===== src/rtl/alu_share_ctrl.sv =====
// alu_share_ctrl: lets two requesters share one 8-bit ALU.
//
// A valid/ready handshake on each requester port accepts one operation at a
// time. When both requesters are valid, rr_ptr picks the winner. The winning
// op and operands are latched, and the ALU is driven from those registers for
// EXEC_CYCLES cycles. The result and its Z/N flags are then captured and
// presented on the response channel, tagged with the requester id, until the
// consumer takes them.
//
// Parameters
//   EXEC_CYCLES  ALU settle cycles before capture (1..4)
//   RR_INIT      requester favoured first after reset (0 or 1)
//
// Ports
//   clk, rst                   clock, synchronous active-high reset
//   req0_valid/ready/op/a/b    requester 0 (op: 00 ADD, 01 INC, 10 NEG, 11 SUB)
//   req1_valid/ready/op/a/b    requester 1
//   rsp_valid/ready            response handshake
//   rsp_id, rsp_data           issuing requester, ALU result
//   rsp_z, rsp_n               result == 0, result[7]
//   busy                       controller is not idle

// Combinational 8-bit ALU with one-hot operation selects.
module alu (
    input  logic       add,
    input  logic       inc,
    input  logic       neg,
    input  logic       sub,
    input  logic [7:0] a,
    input  logic [7:0] b,
    output logic [7:0] out,
    output logic       z,
    output logic       n
);
    always_comb begin
        out = 8'h00;
        if (add)
            out = a + b;
        else if (inc)
            out = b + 8'd1;
        else if (neg)
            out = 8'd0 - a;
        else if (sub)
            out = b - a;
    end

    assign z = ~|out;
    assign n = out[7];
endmodule

// state | meaning
// IDLE  | waiting for a request; ready goes to the arbitration winner
// EXEC  | ALU driven from latched op/operands; settle counter running
// RESP  | result held on rsp_* until rsp_ready
module alu_share_ctrl #(
    parameter int unsigned EXEC_CYCLES = 1,
    parameter bit          RR_INIT     = 1'b0
) (
    input  logic       clk,
    input  logic       rst,
    input  logic       req0_valid,
    output logic       req0_ready,
    input  logic [1:0] req0_op,
    input  logic [7:0] req0_a,
    input  logic [7:0] req0_b,
    input  logic       req1_valid,
    output logic       req1_ready,
    input  logic [1:0] req1_op,
    input  logic [7:0] req1_a,
    input  logic [7:0] req1_b,
    output logic       rsp_valid,
    input  logic       rsp_ready,
    output logic       rsp_id,
    output logic [7:0] rsp_data,
    output logic       rsp_z,
    output logic       rsp_n,
    output logic       busy
);
    typedef enum logic [1:0] {
        IDLE = 2'd0,
        EXEC = 2'd1,
        RESP = 2'd2
    } state_t;

    // Counter runs EXEC_CYCLES-1 .. 0; capture happens on the cycle it reads 0.
    localparam logic [1:0] CNT_INIT = 2'(EXEC_CYCLES - 1);

    state_t     state;
    state_t     state_next;
    logic       rr_ptr;
    logic [1:0] op_q;
    logic [7:0] a_q;
    logic [7:0] b_q;
    logic       id_q;
    logic [1:0] cnt;

    logic       any_valid;
    logic       win_id;
    logic       accept;

    logic       alu_add;
    logic       alu_inc;
    logic       alu_neg;
    logic       alu_sub;
    logic [7:0] alu_out;
    logic       alu_z;
    logic       alu_n;

    assign any_valid = req0_valid | req1_valid;
    // A lone requester always wins; rr_ptr only breaks ties.
    assign win_id    = (req0_valid & req1_valid) ? rr_ptr : req1_valid;
    assign accept    = (state == IDLE) & any_valid;

    alu u_alu (
        .add (alu_add),
        .inc (alu_inc),
        .neg (alu_neg),
        .sub (alu_sub),
        .a   (a_q),
        .b   (b_q),
        .out (alu_out),
        .z   (alu_z),
        .n   (alu_n)
    );

    always_ff @(posedge clk) begin
        if (rst)
            state <= IDLE;
        else
            state <= state_next;
    end

    always_comb begin
        state_next = state;
        case (state)
            IDLE:    if (any_valid)     state_next = EXEC;
            EXEC:    if (cnt == 2'd0)   state_next = RESP;
            RESP:    if (rsp_ready)     state_next = IDLE;
            default:                    state_next = IDLE;
        endcase
    end

    always_comb begin
        req0_ready = 1'b0;
        req1_ready = 1'b0;
        alu_add    = 1'b0;
        alu_inc    = 1'b0;
        alu_neg    = 1'b0;
        alu_sub    = 1'b0;
        busy       = (state != IDLE);
        if (accept) begin
            req0_ready = ~win_id;
            req1_ready = win_id;
        end
        if (state == EXEC) begin
            case (op_q)
                2'b00:   alu_add = 1'b1;
                2'b01:   alu_inc = 1'b1;
                2'b10:   alu_neg = 1'b1;
                default: alu_sub = 1'b1;
            endcase
        end
    end

    always_ff @(posedge clk) begin
        if (rst) begin
            rr_ptr    <= RR_INIT;
            op_q      <= 2'b00;
            a_q       <= 8'h00;
            b_q       <= 8'h00;
            id_q      <= 1'b0;
            cnt       <= 2'd0;
            rsp_valid <= 1'b0;
            rsp_id    <= 1'b0;
            rsp_data  <= 8'h00;
            rsp_z     <= 1'b0;
            rsp_n     <= 1'b0;
        end else begin
            if (accept) begin
                op_q <= win_id ? req1_op : req0_op;
                a_q  <= win_id ? req1_a  : req0_a;
                b_q  <= win_id ? req1_b  : req0_b;
                id_q <= win_id;
                cnt  <= CNT_INIT;
            end
            if (state == EXEC) begin
                if (cnt == 2'd0) begin
                    rsp_valid <= 1'b1;
                    rsp_id    <= id_q;
                    rsp_data  <= alu_out;
                    rsp_z     <= alu_z;
                    rsp_n     <= alu_n;
                end else begin
                    cnt <= cnt - 2'd1;
                end
            end
            // After a response, favour the other requester next time.
            if ((state == RESP) && rsp_ready) begin
                rsp_valid <= 1'b0;
                rr_ptr    <= ~rsp_id;
            end
        end
    end
endmodule

===== config.mk =====
export PLATFORM = sky130hd
export DESIGN_NAME = alu_share_ctrl
export DESIGN_NICKNAME = d
export VERILOG_FILES = /design/src/rtl/alu_share_ctrl.sv
export SDC_FILE = /design/constraint.sdc
export NUM_CORES = 1
export LEC_CHECK = 0
export CORE_UTILIZATION = 50
export DETAILED_ROUTE_END_ITERATION = 12
export PLACE_DENSITY_LB_ADDON = 0.08
export SETUP_SLACK_MARGIN = 0.3
export SKIP_LAST_GASP = 1
export SLEW_MARGIN = 25
export SYNTH_ARGS = -nofsm -noshare
export SYNTH_HDL_FRONTEND = slang
export SYNTH_SLANG_ARGS = --single-unit

===== constraint.sdc =====
create_clock -name clk -period 2.9 [get_ports clk]
set_input_delay 0.58 -clock clk [delete_from_list [all_inputs] [get_ports clk]]
set_output_delay 0.58 -clock clk [all_outputs]
set_load 0.01 [all_outputs]

# Word level (Yosys, flattened, before mapping)
# Index checks and enable logic that the tools add are counted.
# word_totals
inputBits	41
ff_bits	36
out_inout_bits	15
# classes
n_reduce_logical	11
bitwise	5
eq_ne	7
addsub	5
n_mux	25
# ops
op	n
8-bit 2-to-1 mux	6
2-bit 2-to-1 mux	7
1-bit 2-to-1 mux	11
8-bit by 1-bit adder with 8-bit output, second input constant	1
8-bit adder	1
8-bit OR reduction	1
1-bit by 8-bit subtractor with 8-bit output, first input constant	1
8-bit subtractor	1
2-bit logical NOT	3
2-bit one-hot mux with 3 select lines	1
2-bit by 1-bit == test with 1-bit output, second input constant	2
2-bit == test, second input constant	2
2-bit != test, second input constant	2
3-bit AND reduction	1
3-bit OR reduction	1
1-bit AND	2
2-bit by 1-bit != test with 1-bit output, second input constant	1
1-bit NOT	2
2-bit AND reduction	1
2-bit nonzero test	1
2-bit OR reduction	1
2-bit by 1-bit subtractor with 2-bit output, second input constant	1
1-bit logical AND	1
1-bit logical NOT	1
1-bit OR	1

# Longest topological paths before layout
# depth
ltp_word	10
depth_mapped	11

# Modules after synthesis
# From an unflattened synthesis, not the netlist that was laid out.
# hier_totals
cells_unflattened	337
hier_area_um2	2772.7
# modules_own_cells
mod	area_per_inst_um2	instances	seq_area_each_um2	cells_per_inst
alu_share_ctrl	1601.5	1	720.7	171
alu	1171.1	1	0.0	166

# Worst setup path after synthesis
# No wires, ideal clock.
# synth_timing
kind	register to register
startpoint	register a_q[2]
endpoint	register rsp_z
required_time_ns	2.816
slack_ns	0.654
t_arrival_ns	2.161
setup_time_ns	0.084
path_stages_with_launch	11
cell_sequence	dfxtp_1 inv_1 ha_1 clkbuf_1 nand3_1 a21boi_0 mux2i_1 o311ai_1 a32oi_1 inv_1 o31ai_2
# synth_via
elab_chain_cells	7
elab_cells_between_ends	9
cone_classes	add/sub (3); mux (4); reduce/logical (2)
# synth_lines
element	line_no	source
from (decl)	92	logic [7:0] a_q;
from (signal assigned)	181	a_q <= win_id ? req1_a : req0_a;
8-bit subtractor	44	out = b - a;
8-bit 2-to-1 mux	43	else if (sub)
8-bit 2-to-1 mux	41	else if (neg)
8-bit 2-to-1 mux	39	else if (inc)
8-bit 2-to-1 mux *	37	if (add)
8-bit OR reduction *	47	assign z = ~|out;
1-bit logical NOT *	47	
to (signal assigned)	191	rsp_z <= alu_z;
to (decl)	75	output logic rsp_z,
# Every way passes the cells marked *; elsewhere a longest branch is shown, timed or not.
# A chain may end at the register's enable or synchronous reset.

# Final worst setup path
# layout_timing
startpoint	input port req1_valid
endpoint	output port req0_ready
# layout_via
elab_chain_cells	4
elab_cells_between_ends	6
cone_classes	mux (2); bitwise (4)
# layout_lines
element	line_no	source
from (decl)	66	input logic req1_valid,
1-bit AND	111	assign win_id = (req0_valid & req1_valid) ? rr_ptr : req1_valid;
1-bit 2-to-1 mux	111	
1-bit NOT	152	req0_ready = ~win_id;
1-bit 2-to-1 mux *	151	if (accept) begin
to (decl)	62	output logic req0_ready,
# Marks and branches as above.

==> impl_metrics.yaml <==
run_status:
  run_status: "finished clean"
sta:
  fin_ws_ps: 433
  slew_headroom: 0.482
  worst_pin_slew_ps: 776
  clock_skew_ps: 7.08
  tns_ps: 0
  rsz0062_at_grt: "yes"
  finalSetupViolations: 0
  timing.final.max_slew_violations: 0
  fmaxAchievable_mhz: 405
  hold_viol_final: 0
  fin_crit_sh: 0.851
  fin_crit_ps: 2470
run:
  max_cap_viol_count: 0
synth:
  syn_nets: 354
  synth.avg_cell_area_sq_um: 8.49
  syn_area_sq_mm: 0.00250
  ys_async_sr_fraction: 0
  post-synth-top-area-cell: "dfxtp_1"
  yosysTopAreaCellShare: 0.281
  yosysWarningCount: 0
  ys_types: 59
  synth-seq-area-share: 0.281
  ys_seq_elements: 35
  syn_inst: 294
  synth_area_leaders: "dfxtp_1, ha_1, a222oi_1"
  synth_flop_cell: "dfxtp_1"
  synth_edf_count: 0
route:
  wl_per_cell_um: 16.4
  drcViolationCount: 0
  vias_per_cell: 5.94
  dr.first_iter.drc_count: 201
  wl_mm: 6.85
  dr.pass1.iters: 7
  ant_nets: 0
  vias: 2477
worst_setup_path:
  cp_cell_sequence: "clkdlybuf4s50_1, nand2_1, and3_1, clkdlybuf4s50_1"
  cp_common_cell: "clkdlybuf4s50_1"
  critical-path-slowest-cell: "clkdlybuf4s50_1"
  crit_path_end_kind: "primary output"
  r2r_cells: 9
  critPathLaunchType: "primary input"
  r2r_start: "a_q[1]"
  timing.reg2reg.setup_slack_ps: 470
  critPathTopFamily: "buffers and inverters"
  crit_required_ps: 2320
  cp-startpoint: "req1_valid"
  critPathMaxStageDelay_ps: 550
  arrival_ps: 1890
  crit_type: "in -> out"
  cp_max_fo: 4
  critPathBufInv: 2
  r2r-end: "rsp_z"
min_path:
  hold_depth: 2
  hold_class: "reg -> reg"
  hp-start: "id_q"
  min_to: "rsp_id"
layout:
  multi_input_area_sq_mm: 0.00161
  final_common_cell: "clkdlybuf4s50_1"
  fill_cells: 428
  antenna_cells: 0
  nets: 409
  regArea_sq_um: 703
  areaGrowthSynthToFinish_pct: 29.0
  drive_gt1_frac: 0.100
  final_cell_mix: "clkdlybuf4s50_1, nor2_1, dfxtp_1, inv_1, a222oi_1"
clock_network:
  clkTransAtPathRegs_ps: 70
  cts_buffer_depth: 2
  cts_root_buffer: "clkbuf_8"
  numCtsBuffers: 5
  cts_sinks: 35
  cts_htree_levels: 2
  cts_tree: "done"
  insertion_delay_ps: 290
floorplanning:
  initial_core_util: 0.525
  die_x_um: 72.7
  rows: 25
  coreArea_sq_mm: 0.00475
  die-area_sq_mm: 0.00528
  io_pins: 56
  die_h_um: 72.7
placed_design:
  numPortBuffers: 55
  post-place-ws_ps: 427
  gp_congestion: 0.917
  detailed_place_hpwl_mm: 5.20
global_routing:
  overflow: 0
  grt_use_total: 0.278
  grt_max_degree: 36
  grt_pass1_wl_mm: 11.2
  antenna_found_initial: 0
  grt_pass1_vias: 2316
pwr:
  irDropWorstVdd_mv: 0.316
  leakage_nw: 1.28
  p_per_area_mw_per_mm2: 511
[worst reg2reg max path, stage by stage (launching register included)]
cell,delay [ps]
dfxtp_1,350
inv_1,140
ha_1,330
nor2b_1,150
o31ai_1,380
a21oi_1,150
xnor2_1,150
a221oi_1,350
o22ai_1,150
o31ai_2,210
[cells in the mapped netlist, types with 7 or more instances]
library cell and instances:
nand2_1 13, a222oi_1 18, a21oi_1 15, nor3_1 8, nor2_1 39, o21ai_0 7
a211oi_1 8, clkbuf_1 12, ha_1 17, inv_1 19, dfxtp_1 35, xnor2_1 15
[repair_timing]
action	4_1_cts	5_1_grt
hold buffers	0	0
buffers inserted	0	0
resized for setup	0	2
setup endpoints to repair	0	2
[routing by layer]
metal  GRT usage  routed length [um]  up-vias
met5           0                   0        -
met4       0.102                 126        0
met3      0.0456                 429       14
met2       0.420                3070      103
met1       0.397                3220     1161
li1            -                   -     1199
[layout make-up]
type,count,area share
Tap cell,67,0.0260
Sequential cell,35,0.218
Clock inverter,3,0.0136
Timing Repair Buffer,67,0.199
Inverter,19,0.0222
Clock buffer,5,0.0214
Multi-Input combinational cell,221,0.499
[where the power goes]
group / leakage [nW] / internal, mW / switching [mW]
sequential: 0.288 / 0.526 / 0.0571
clock: 0.0581 / 0.256 / 0.188
combinational: 0.932 / 0.307 / 0.312
[state kept, by name, summed over array words and instances (netlist names)]
name,cells
b_q,8
id_q,1
rsp_valid,1
a_q,8
cnt,2
rsp_id,1
rsp_data,8
rr_ptr,1
state,2
op_q,2
rsp_z,1
[metrics by stage]
step / std cells / instance area [sq um] / hold slack, ps / total power [mW] / util
6_report: 417 / 3220 / 473 / 1.65 / 0.677
3_3_place_gp: 409 / 3100 / 444 / 1.20 / 0.653
3_5_place_dp: 409 / 3100 / 463 / 1.20 / 0.653
5_1_grt: 417 / 3220 / 508 / 1.74 / 0.677
2_1_floorplan: 294 / 2500 / 432 / 0.992 / -
4_1_cts: 417 / 3220 / 472 / 1.65 / 0.677
[cell families (layout without fill, tap and decap cells)]
group	count (synthesis)	in the layout	synth area share
and+or+nand+nor	99	99	0.206
AOI/OAI and AO/OA	79	79	0.246
buffers and inverters	38	94	0.0752
DFF	35	35	0.281
xor gates and xnor gates	20	20	0.0702
adders and majority gates	19	19	0.101
muxes	4	4	0.0216
[how the worst max path moves through the flow]
stage | to | cells past startpoint | slack (ps)
global placement | req0_ready | 4 | 420
CTS | req0_ready | 4 | 410
finish | req0_ready | 4 | 430
detailed placement | req0_ready | 4 | 430
floorplan | rsp_z | 10 | 650
global route | rsp_data[7] | 9 | 290
No activity file was read; power rests on OpenSTA's default activity.
